## src/rtl/alu_exec_unit.sv

```systemverilog
// alu_exec_unit -- multi-cycle RV32I/RV32M execute unit.
//
// Decodes ALUOp/funct3/funct7, executes base ALU ops in one cycle and
// MUL/DIV ops on an iterative one-bit-per-cycle datapath. Valid/ready
// handshake on the request and result sides; one operation in flight.
//
// Ports:
//   clk, reset          clock (rising edge), async active-high reset
//   in_valid/in_ready   request handshake
//   ALUOp, funct3, funct7, op_a, op_b   request fields, captured at transfer
//   out_valid/out_ready result handshake
//   result, zero, illegal  registered outputs, held while out_valid
module alu_exec_unit #(
  parameter int XLEN = 32
) (
  input  logic            clk,
  input  logic            reset,
  input  logic            in_valid,
  output logic            in_ready,
  input  logic [1:0]      ALUOp,
  input  logic [2:0]      funct3,
  input  logic [6:0]      funct7,
  input  logic [XLEN-1:0] op_a,
  input  logic [XLEN-1:0] op_b,
  output logic            out_valid,
  input  logic            out_ready,
  output logic [XLEN-1:0] result,
  output logic            zero,
  output logic            illegal
);

  localparam int SW = $clog2(XLEN);

  typedef enum logic [1:0] {S_IDLE, S_CALC, S_DONE} state_e;

  typedef enum logic [4:0] {
    OP_ADD, OP_SUB, OP_SLL, OP_SLT, OP_SLTU, OP_XOR, OP_SRL, OP_SRA, OP_OR,
    OP_AND, OP_MUL, OP_MULH, OP_MULHSU, OP_MULHU, OP_DIV, OP_DIVU, OP_REM,
    OP_REMU, OP_ILL
  } op_e;

  function automatic op_e base_op(input logic [2:0] f3, input logic sra);
    op_e r;
    r = OP_ADD;
    case (f3)
      3'b000: r = OP_ADD;
      3'b001: r = OP_SLL;
      3'b010: r = OP_SLT;
      3'b011: r = OP_SLTU;
      3'b100: r = OP_XOR;
      3'b101: r = sra ? OP_SRA : OP_SRL;
      3'b110: r = OP_OR;
      default: r = OP_AND;
    endcase
    return r;
  endfunction

  function automatic op_e m_op(input logic [2:0] f3);
    op_e r;
    r = OP_MUL;
    case (f3)
      3'b000: r = OP_MUL;
      3'b001: r = OP_MULH;
      3'b010: r = OP_MULHSU;
      3'b011: r = OP_MULHU;
      3'b100: r = OP_DIV;
      3'b101: r = OP_DIVU;
      3'b110: r = OP_REM;
      default: r = OP_REMU;
    endcase
    return r;
  endfunction

  state_e state, state_nx;
  op_e    dec_op, mop;

  logic [XLEN-1:0]   fast_res, calc_res, mag_a, mag_b, opnd;
  logic [2*XLEN-1:0] acc, step_nx, mul_nx, div_nx, prod_fin;
  logic [XLEN:0]     mul_sum, div_shift;
  logic [XLEN-1:0]   div_rem, quo, rem;
  logic [SW-1:0]     cnt;
  logic              neg, div_ok, div_zero, div_ovf, dec_iter, dec_mul, dec_div;
  logic              a_neg, b_neg, mop_mul;

  // ---------------- decode ----------------
  always_comb begin
    dec_op = OP_ILL;
    case (ALUOp)
      2'b00: dec_op = OP_ADD;
      2'b01: dec_op = OP_SUB;
      2'b10: begin
        case (funct7)
          7'b0000000: dec_op = base_op(funct3, 1'b0);
          7'b0100000: begin
            if (funct3 == 3'b000)      dec_op = OP_SUB;
            else if (funct3 == 3'b101) dec_op = OP_SRA;
          end
          7'b0000001: dec_op = m_op(funct3);
          default: ;
        endcase
      end
      default: dec_op = base_op(funct3, funct7[5]);
    endcase
  end

  assign dec_mul  = dec_op inside {OP_MUL, OP_MULH, OP_MULHSU, OP_MULHU};
  assign dec_div  = dec_op inside {OP_DIV, OP_DIVU, OP_REM, OP_REMU};
  assign div_zero = (op_b == '0);
  // Most negative / -1 only overflows for the signed forms.
  assign div_ovf  = (dec_op inside {OP_DIV, OP_REM}) &&
                    (op_a == {1'b1, {(XLEN-1){1'b0}}}) && (op_b == '1);
  assign dec_iter = dec_mul || (dec_div && !div_zero && !div_ovf);

  // ---------------- single-cycle results ----------------
  always_comb begin
    fast_res = '0;
    case (dec_op)
      OP_ADD:  fast_res = op_a + op_b;
      OP_SUB:  fast_res = op_a - op_b;
      OP_SLL:  fast_res = op_a << op_b[SW-1:0];
      OP_SLT:  fast_res = {{(XLEN-1){1'b0}}, $signed(op_a) < $signed(op_b)};
      OP_SLTU: fast_res = {{(XLEN-1){1'b0}}, op_a < op_b};
      OP_XOR:  fast_res = op_a ^ op_b;
      OP_SRL:  fast_res = op_a >> op_b[SW-1:0];
      OP_SRA:  fast_res = $unsigned($signed(op_a) >>> op_b[SW-1:0]);
      OP_OR:   fast_res = op_a | op_b;
      OP_AND:  fast_res = op_a & op_b;
      // Divide fast path: only reached for divide-by-zero or signed overflow.
      OP_DIV:  fast_res = div_zero ? '1 : op_a;
      OP_DIVU: fast_res = '1;
      OP_REM:  fast_res = div_zero ? op_a : '0;
      OP_REMU: fast_res = op_a;
      default: fast_res = '0;
    endcase
  end

  // ---------------- iterative datapath ----------------
  // Operand signs are only honoured for the signed forms of each op.
  assign a_neg = (dec_op inside {OP_MULH, OP_MULHSU, OP_DIV, OP_REM}) && op_a[XLEN-1];
  assign b_neg = (dec_op inside {OP_MULH, OP_DIV, OP_REM}) && op_b[XLEN-1];
  assign mag_a = a_neg ? -op_a : op_a;
  assign mag_b = b_neg ? -op_b : op_b;

  assign mop_mul = mop inside {OP_MUL, OP_MULH, OP_MULHSU, OP_MULHU};

  // Shift-add multiply: acc = {partial sum, remaining multiplier bits}.
  assign mul_sum = {1'b0, acc[2*XLEN-1:XLEN]} + (acc[0] ? {1'b0, opnd} : '0);
  assign mul_nx  = {mul_sum, acc[XLEN-1:1]};

  // Restoring divide: acc = {partial remainder, dividend bits -> quotient}.
  // The new remainder is always below the divisor, so XLEN-bit subtraction
  // is exact once the XLEN+1-bit compare has passed.
  assign div_shift = {acc[2*XLEN-1:XLEN], acc[XLEN-1]};
  assign div_ok    = div_shift >= {1'b0, opnd};
  assign div_rem   = div_ok ? (div_shift[XLEN-1:0] - opnd) : div_shift[XLEN-1:0];
  assign div_nx    = {div_rem, acc[XLEN-2:0], div_ok};

  assign step_nx  = mop_mul ? mul_nx : div_nx;
  assign prod_fin = neg ? -step_nx : step_nx;
  assign quo      = neg ? -step_nx[XLEN-1:0] : step_nx[XLEN-1:0];
  assign rem      = neg ? -step_nx[2*XLEN-1:XLEN] : step_nx[2*XLEN-1:XLEN];

  always_comb begin
    calc_res = '0;
    case (mop)
      OP_MUL:                        calc_res = prod_fin[XLEN-1:0];
      OP_MULH, OP_MULHSU, OP_MULHU:  calc_res = prod_fin[2*XLEN-1:XLEN];
      OP_DIV, OP_DIVU:               calc_res = quo;
      default:                       calc_res = rem;
    endcase
  end

  // NOTE: pure datapath registers carry no reset; they are always loaded at
  // launch before being read, and leaving them out of the async-reset block
  // keeps the reset net off the wide accumulator.
  always_ff @(posedge clk) begin
    if (state == S_IDLE && in_valid && dec_iter) begin
      mop <= dec_op;
      if (dec_mul) begin
        acc  <= {{XLEN{1'b0}}, mag_b};
        opnd <= mag_a;
        neg  <= a_neg ^ b_neg;
      end else begin
        acc  <= {{XLEN{1'b0}}, mag_a};
        opnd <= mag_b;
        // Remainder takes the dividend's sign, quotient the XOR of both.
        neg  <= (dec_op == OP_REM) ? a_neg : (a_neg ^ b_neg);
      end
    end else if (state == S_CALC) begin
      acc <= step_nx;
    end
  end

  // ---------------- control ----------------
  // NOTE: sequential state uses non-blocking assignments so every register
  // samples pre-edge values regardless of statement order.
  always_ff @(posedge clk or posedge reset) begin
    if (reset) state <= S_IDLE;
    else       state <= state_nx;
  end

  // NOTE: every combinational output gets a default first so no path can
  // leave it unassigned and infer a latch.
  always_comb begin
    state_nx = state;
    case (state)
      S_IDLE:  if (in_valid) state_nx = dec_iter ? S_CALC : S_DONE;
      S_CALC:  if (cnt == '0) state_nx = S_DONE;
      S_DONE:  if (out_ready) state_nx = S_IDLE;
      default: state_nx = S_IDLE;
    endcase
  end

  always_ff @(posedge clk or posedge reset) begin
    if (reset) begin
      result  <= '0;
      zero    <= 1'b0;
      illegal <= 1'b0;
      cnt     <= '0;
    end else begin
      case (state)
        S_IDLE: begin
          if (in_valid) begin
            if (dec_iter) begin
              cnt     <= SW'(XLEN-1);
              illegal <= 1'b0;
            end else begin
              result  <= fast_res;
              zero    <= (fast_res == '0);
              illegal <= (dec_op == OP_ILL);
            end
          end
        end
        S_CALC: begin
          if (cnt == '0) begin
            result <= calc_res;
            zero   <= (calc_res == '0);
          end else begin
            cnt <= cnt - 1'b1;
          end
        end
        default: ;
      endcase
    end
  end

  assign in_ready  = (state == S_IDLE);
  assign out_valid = (state == S_DONE);

endmodule

```

## config.mk

```make
export PLATFORM = sky130hd
export DESIGN_NAME = alu_exec_unit
export DESIGN_NICKNAME = d
export VERILOG_FILES = /design/src/rtl/alu_exec_unit.sv
export SDC_FILE = /design/constraint.sdc
export NUM_CORES = 1
export LEC_CHECK = 0
export CAP_MARGIN = 0
export CORE_ASPECT_RATIO = 1.5
export CORE_MARGIN = 5
export CORE_UTILIZATION = 56
export DETAILED_ROUTE_END_ITERATION = 10
export GPL_TIMING_DRIVEN = 0
export PLACE_DENSITY = 0.75
export SYNTH_ARGS = -nofsm -noshare
export SYNTH_HDL_FRONTEND = slang
export SYNTH_SLANG_ARGS = --single-unit
```

## constraint.sdc

```tcl
create_clock -name clk -period 13.95 [get_ports clk]
set_input_delay 3.4875 -clock clk [delete_from_list [all_inputs] [get_ports clk]]
set_output_delay 3.4875 -clock clk [all_outputs]
set_load 0.02 [all_outputs]
```

==> impl_metrics.json, run 1 <==
{
  "die-width_um": 184,
  "ys.flop_type": "edfxtp_1",
  "start_util_pct": 56.8,
  "fp-row-count": 95,
  "stop_stage": "5_1_grt",
  "cts.sinks": 143,
  "portBuffers": 111,
  "place_hpwl_um": 117000,
  "syn_nets": 3721,
  "cts_setup_buffers": 0,
  "grt_first_pass_wirelength_um": 246000,
  "grt_max_degree": 42,
  "numCtsBuffers": 17,
  "synth_cells": 3469,
  "gr-total-overflow": 197,
  "die_y_um": 271,
  "synth_warnings": 0,
  "synth.distinct_cells": 111,
  "avgSynthCellArea_sq_um": 7.36,
  "root_buffer": "clkbuf_16",
  "gp_congestion": 1.35,
  "io_pins": 116,
  "outcome": "stopped before the end",
  "synthArstFlopShare_pct": 28.7,
  "error_message": "[ERROR GRT-0116] Global routing finished with congestion. Check the congestion regions in the DRC Viewer.",
  "htree_num_levels": 4,
  "grtUsageTotal_pct": 64.5,
  "grt_pass1_vias": 34800,
  "cts-hold-fix-buffers": 0,
  "clk_path_buf_depth": 2,
  "synth-edff-count": 102,
  "post_cts_resized": 0,
  "seq_area_frac_synth_pct": 16.0,
  "synthesis.area_sq_um": 25500,
  "synth-seq-cells": 143
}
-- metrics by stage --
| stage | instance area (sq um) | worst slack, ns | utilization [%] | instances | hold WS [ns] |
|---|---|---|---|---|---|
| after global placement | 27400 | 0.232 | 60.9 | 4162 | 0.459 |
| after floorplan | 25500 | 4.19 | - | 3469 | 0.463 |
| after detailed placement | 27500 | 1.96 | 61.2 | 4169 | 0.467 |
| after CTS | 28100 | 2.42 | 62.6 | 4201 | 0.484 |
-- per-layer routing --
layer | GRT overflow | GRT usage, %
met1 | 0 | 64.3
met2 | 86 | 86.6
met3 | 1 | 39.6
met4 | 110 | 68.5
met5 | 0 | 1.80
-- Yosys cell counts (11+ instances only) --
cell type,instances,area share (%)
o21a_1,24,0.71
edfxtp_1,102,12
o21ai_1,12,0.24
nand4_1,72,1.8
o211ai_1,40,1.2
o221ai_1,16,0.55
a21oi_1,268,5.3
clkbuf_1,168,2.5
a31o_2,12,0.41
xnor2_1,121,4.2
a31oi_1,50,1.2
o22ai_1,34,0.83
a211oi_1,53,1.6
inv_1,156,2.3
nor3_1,108,2.1
or4_1,19,0.56
mux2_2,11,0.49
mux2i_1,105,4.1
ha_1,168,8.2
nor4_1,36,0.88
and4_1,11,0.38
buf_1,34,0.50
nand2b_1,29,0.71
a21o_1,56,1.6
nor2b_1,20,0.49
a22oi_1,17,0.50
and2_1,21,0.51
a2111oi_0,24,0.82
a211o_1,15,0.51
o21bai_1,14,0.41
o31ai_1,51,1.5
xor2_1,34,1.2
nand2_1,384,5.6
nand3_1,108,2.1
o21ai_0,222,4.4
o2111ai_1,14,0.48
and3_1,30,0.74
a221oi_1,20,0.69
dfrtp_1,41,4.0
a22o_1,13,0.45
nor2_1,370,5.4
or3_1,35,0.86
mux4_2,65,5.7
o41ai_1,11,0.38
buf_2,47,0.92
-- cell families after synthesis --
kind of cell	count (synthesis)	share of synthesized area [%]
and+or+nand+nor	1301	24.3
DFF	143	16.0
muxes	181	10.3
xor gates and xnor gates	155	5.32
buffers and inverters	421	6.59
adders and majority gates	172	8.55
AOI/OAI and AO/OA	1096	28.9
==> run 2, diff against run 1 <==
- CORE_ASPECT_RATIO: 1.5 -> not set
- CORE_UTILIZATION: 56 -> 40
- PLACE_DENSITY: 0.75 -> not set
- PLACE_DENSITY_LB_ADDON: not set -> 0.15
==> run 2 against run 1 <==
Synthesized cell count stayed put. Synthesized area stayed put. The flow now finishes, with violations (capacitance limit, slew limit).
==> impl_metrics.json, run 2 <==
{
  "p_int_mw": 1.59,
  "fin_crit_sh_pct": 84.1,
  "fp.coreArea_sq_um": 63100,
  "synth-seq-cells": 143,
  "violations": "capacitance limit, slew limit",
  "clk_latency_ns": 0.48,
  "comb_power_share_pct": 66.7,
  "period_needed_ns": 11.73,
  "synthAdderAreaFrac_pct": 8.55,
  "yosysMostFrequentCell": "nand2_1",
  "synth.distinct_cells": 111,
  "numCtsBuffers": 17,
  "regToRegEndpoint": "result[22]",
  "grt_first_pass_wirelength_um": 215000,
  "post-route-drc-count": 0,
  "setup_tns_ns": 0,
  "startpoint_type": "input pin",
  "tightestPinTransition_ns": 1.55,
  "p_leak_nw": 11.0,
  "power_density_nw_per_um2": 122,
  "synthesis.area_sq_um": 25500,
  "avgSynthCellArea_sq_um": 7.36,
  "die_y_um": 263,
  "synth_top_family_by_area": "compound AO/OA/AOI/OAI gates",
  "layout.cells.non_filler": 4467,
  "post-route-util_pct": 45.1,
  "yosysTopAreaCell": "edfxtp_1",
  "fp-row-count": 92,
  "synthArstFlopShare_pct": 28.7,
  "holdPathEnd": "result[10]",
  "cts-hold-fix-buffers": 0,
  "relSlewSlack_pct": -3.45,
  "dieArea_sq_um": 69000,
  "drt_first_pass_iters": 7,
  "drt-initial-drc-count": 4694,
  "portBuffers": 111,
  "die-width_um": 263,
  "ant_nets": 0,
  "ff2ff_path_depth": 26,
  "p_sw_mw": 1.87,
  "root_buffer": "clkbuf_16",
  "gp_congestion": 1.11,
  "critPathCaptureType": "flip-flop",
  "synth_warnings": 0,
  "synthSimpleGateAreaFrac_pct": 24.3,
  "layout-drive-gt1-share_pct": 6.61,
  "rsz0062_at_grt": "false",
  "regMostFlops": "acc",
  "holdPathStages": 2,
  "grtUsageTotal_pct": 42.1,
  "hp-start": "result[10]",
  "netlist_top_cells_area": "edfxtp_1 (12%), ha_1 (8.2%), mux4_2 (5.7%)",
  "cp_data_required_time_ns": 14.35,
  "gr-total-overflow": 0,
  "grt_antenna_before_repair": 3,
  "grt_max_degree": 42,
  "r2r_start": "mop[1]",
  "final-setup-viol-count": 0,
  "post-place-cells": 4432,
  "ir_worst_vdd_mv": 0.0897,
  "synth_compound_gate_area_share_pct": 28.9,
  "area_growth_pct": 11.4,
  "cts_setup_buffers": 0,
  "syn_nets": 3721,
  "slew_viol_final": 12,
  "path_class": "input pin to flip-flop",
  "vias_per_cell": 6.93,
  "place_hpwl_um": 124000,
  "pwr-share-clk_pct": 14.1,
  "wire_per_inst_um": 34.3,
  "cp_max_fo": 10,
  "fmax_mhz": 85.2,
  "finalClockSkew_ns": 0.0199,
  "post_cts_resized": 0,
  "cts.sinks": 143,
  "start_util_pct": 40.5,
  "seq_area_frac_synth_pct": 16.0,
  "grt_pass1_vias": 28700,
  "min_path_type": "flip-flop to flip-flop",
  "most-common-layout-cells": "nand2_1 (384), nor2_1 (369), a21oi_1 (267)",
  "htree_num_levels": 4,
  "ys.flop_type": "edfxtp_1",
  "reg2reg_slack_ns": 5.20,
  "synth-edff-count": 102,
  "synth_xor_area_share_pct": 5.32,
  "layout_commonest_cell": "nand2_1",
  "top_regs": "acc (64), opnd (32), result (32)",
  "io_pins": 116,
  "clk_path_buf_depth": 2,
  "arrival_ns": 12.13,
  "cts.clk_slew.worst_paths_ns": 0.06,
  "synth_cells": 3469,
  "wirelength_um": 153000,
  "yosys-top-cells-count": "nand2_1 (384), nor2_1 (370), a21oi_1 (268)",
  "synth.top_cell.area_share_pct": 12.0,
  "synth_mux_area_share_pct": 10.3,
  "maxCapViolations": 2,
  "p_seq_share_pct": 19.2,
  "num-fill-cells": 6650,
  "hold_violations": 0,
  "finalNetCount": 3857,
  "routed-via-count": 31000,
  "outcome": "complete, but fails checks",
  "p_sw_share_pct": 54.1,
  "cts_tree": "built",
  "largest_register_ffs": 64
}
==> run 2: cell counts after synthesis <==
No cell type changed its count.
==> run 2: cells by family after synthesis <==
family / count (synthesis)
xor gates and xnor gates: 155
adders and majority gates: 172
muxes: 181
buffers and inverters: 421
DFF: 143
and+or+nand+nor: 1301
AOI/OAI and AO/OA: 1096
==> run 2: per-layer routing <==
metal,GRT usage [%],wire (um)
met1,52.0,57000
met2,63.8,65000
met3,9.79,16300
met4,31.4,15000
met5,0,35
==> run 2: final cells by class <==
| class | instances | area (sq um) | area share, % |
|---|---|---|---|
| clock inverters | 13 | 161 | 0.568 |
| flip-flops and latches | 143 | 4090 | 14.4 |
| inverters | 164 | 616 | 2.17 |
| well taps | 846 | 1060 | 3.72 |
| repair buffers | 117 | 1200 | 4.21 |
| clock buffers | 18 | 429 | 1.51 |
| plain buffers | 257 | 1070 | 3.75 |
| multi-input cells | 2905 | 19800 | 69.7 |
| diodes | 4 | 10.0 | 0.0352 |
==> run 2: through the flow <==
step	total power, mW	area (sq um)	hold slack (ns)	worst slack [ns]
after CTS	3.36	28400	0.470	2.72
final	3.46	28400	0.464	2.22
after detailed placement	2.87	27800	0.456	2.24
after floorplan	1.97	25500	0.463	4.19
after global routing	3.57	28400	0.492	2.19
after global placement	2.87	27700	0.453	-0.0496
==> run 2: power by group through the flow <==
stage	sequential [mW]	combinational (mW)	clock, mW
after floorplan	0.701	1.27	0
after global placement	0.677	2.19	0
after detailed placement	0.669	2.20	0
after CTS	0.661	2.21	0.489
after global routing	0.674	2.39	0.507
final	0.664	2.30	0.487
==> run 2: critical path: stages <==
cell	delay, ns
clkdlybuf4s50_1	0.56
buf_2	0.29
buf_2	0.40
clkbuf_1	0.64
clkbuf_1	0.87
inv_1	0.39
ha_1	0.40
and4_1	0.24
nand4_1	0.20
nor4_1	0.13
o2111ai_1	1.24
a22oi_1	0.17
nor4_1	1.29
nand4_1	0.23
nor3_1	0.29
nand4_1	0.17
nor4_1	0.37
nand4_1	0.13
nor4_1	0.25
nand4_1	0.23
nand3_1	0.13
==> run 2: worst max path at each step <==
stage | start | end | cells past startpoint
floorplan | op_b[0] | acc[0] | 14
global placement | op_b[0] | acc[48] | 15
detailed placement | op_b[0] | zero | 21
CTS | op_b[0] | zero | 21
global route | op_b[0] | zero | 21
finish | op_b[0] | zero | 21
Note: power is estimated with default switching activity, not from simulation.
==> run 3, diff against run 2 <==
- clock period: 13.95 -> 10.98 ns (I/O delays scaled with it)
==> run 3 against run 2 <==
The flow still finishes with violations (capacitance limit, slew limit). Total power increased by 27%. Register-to-register slack got worse by 2.9 ns. Die area unchanged. Count of clock-buffer cells in the layout unchanged. Clock power increased by 27%. Design area about the same. Sequential share of layout area about the same. First-iteration DRC count increased by 4.5%. Non-clock buffer count unchanged. Largest cell class unchanged.
==> impl_metrics.json, run 3 (same netlist as run 2, synthesis figures left out) <==
{
  "fp-row-count": 92,
  "io_pins": 116,
  "ant_nets": 0,
  "min_path_type": "flip-flop to flip-flop",
  "drt-initial-drc-count": 4904,
  "cp_num_cells": 20,
  "drt_first_pass_iters": 6,
  "dp_slack_ns": 0.0101,
  "fin_hold_ws_ns": 0.464,
  "vias_per_cell": 6.93,
  "rsz0062_at_grt": "false",
  "fp.coreArea_sq_um": 63100,
  "cp_slowest_cell": "a2111oi_0",
  "area_growth_pct": 11.4,
  "outcome": "complete, but fails checks",
  "layout_commonest_cell": "nand2_1",
  "numCtsBuffers": 17,
  "largest_register_ffs": 64,
  "portBuffers": 111,
  "cts-hold-fix-buffers": 0,
  "wirelength_um": 153000,
  "period_needed_ns": 10.75,
  "cts_setup_buffers": 0,
  "top_regs": "acc (64), opnd (32), result (32)",
  "clk_path_buf_depth": 2,
  "cp_num_buf_inv": 6,
  "post-route-util_pct": 45.1,
  "die_y_um": 263,
  "cts_tree": "built",
  "slew_viol_final": 1,
  "fmax_mhz": 93.0,
  "cts.sinks": 143,
  "place_hpwl_um": 124000,
  "wire_per_inst_um": 34.3,
  "ff2ff_path_depth": 26,
  "relSlewSlack_pct": -0.591,
  "ir_worst_vdd_mv": 0.112,
  "p_leak_nw": 11.0,
  "multiInputGateArea_sq_um": 19800,
  "root_buffer": "clkbuf_16",
  "finalNetCount": 3857,
  "arrival_ns": 11.15,
  "htree_num_levels": 4,
  "cp_max_fo": 11,
  "layout.cells.non_filler": 4465,
  "dieArea_sq_um": 69000,
  "gp_congestion": 1.11,
  "post-place-cells": 4432,
  "violations": "capacitance limit, slew limit",
  "clk_latency_ns": 0.48,
  "routed-via-count": 30900,
  "grtUsageTotal_pct": 42.1,
  "cp_data_required_time_ns": 11.38,
  "post_cts_resized": 0,
  "power_density_nw_per_um2": 154,
  "grt_first_pass_wirelength_um": 215000,
  "maxCapViolations": 1,
  "regMostFlops": "acc",
  "grt_antenna_before_repair": 3,
  "tightestPinTransition_ns": 1.50,
  "seq_area_sq_um": 4090,
  "cts.clk_slew.worst_paths_ns": 0.06,
  "finalClockSkew_ns": 0.0168,
  "final-setup-viol-count": 0,
  "holdPathStages": 2,
  "hold_violations": 0,
  "start_util_pct": 40.5,
  "fin_ws_ns": 0.231,
  "grt_max_degree": 42,
  "grt_pass1_vias": 28700,
  "gr-total-overflow": 0,
  "path_class": "input pin to flip-flop",
  "post-route-drc-count": 0,
  "critPathMaxStageDelay_ns": 0.91,
  "die-width_um": 263,
  "layout-drive-gt1-share_pct": 6.64,
  "critPathCaptureType": "flip-flop",
  "num-fill-cells": 6648,
  "most-common-layout-cells": "nand2_1 (384), nor2_1 (369), a21oi_1 (267)",
  "cp_cell_sequence": "clkdlybuf4s50_1, inv_2, buf_1, buf_1, buf_1, ha_1, inv_1, a21oi_1, or4_1, a2111oi_0, o31ai_1, a2111oi_0, o21ai_0, a31o_2, xnor2_1, a2111oi_0, nand4_1, nor4_1, nand4_1, nand3_1",
  "critPathTopFamily": "compound AO/OA/AOI/OAI gates",
  "fin_crit_sh_pct": 97.9,
  "startpoint_type": "input pin",
  "reg2reg_slack_ns": 2.26
}
-- run 3: cell count changes in the layout (fill, tap and decap cells not counted) --
cell       delta
o2111ai_1     -1
o2111ai_2     +1
diode_2       -2
-- run 3: worst paths after layout --
check / endpoint / startpoint
worst max register to register: result[22] / mop[1]
max in group asynchronous: result[0] / reset
min in group asynchronous: result[18] / reset
worst min register to register: result[10] / result[10]
worst min-delay path: result[10] / result[10]
worst max-delay path: zero / op_b[2]
-- run 3: layer usage --
| layer | track usage (%) | part of all wire, % | vias up |
|---|---|---|---|
| met5 | 0 | 0.022 | - |
| met4 | 31.4 | 9.8 | 4 |
| met3 | 9.79 | 10 | 498 |
| met2 | 63.8 | 43 | 2175 |
| met1 | 52.0 | 38 | 15000 |
| li1 | - | - | 13300 |
-- run 3: cell type report --
class | count | share of cell area, %
clock inverters | 13 | 0.568
multi-input cells | 2905 | 69.7
plain buffers | 257 | 3.75
diodes | 2 | 0.0176
flip-flops and latches | 143 | 14.4
clock buffers | 18 | 1.51
well taps | 846 | 3.72
inverters | 164 | 2.17
repair buffers | 117 | 4.21
-- run 3: power by group --
part | leakage [nW] | internal, mW | switching (mW)
Combinational | 9.30 | 0.916 | 2.01
Clock | 0.283 | 0.356 | 0.263
Sequential | 1.44 | 0.742 | 0.101
-- run 3: stage by stage --
stage / setup TNS [ns] / cell area, sq um / total power [mW]
finish: 0 / 28400 / 4.39
global route: 0 / 28400 / 4.54
CTS: 0 / 28400 / 4.26
detailed placement: 0 / 27800 / 3.64
global placement: -145.95 / 27700 / 3.64
floorplan: 0 / 25500 / 2.51
-- run 3: tightest hold or removal path: stages, from the launching register on --
cell and delay [ns]:
dfrtp_1 0.34, nand2_1 0.05, nand2_1 0.05
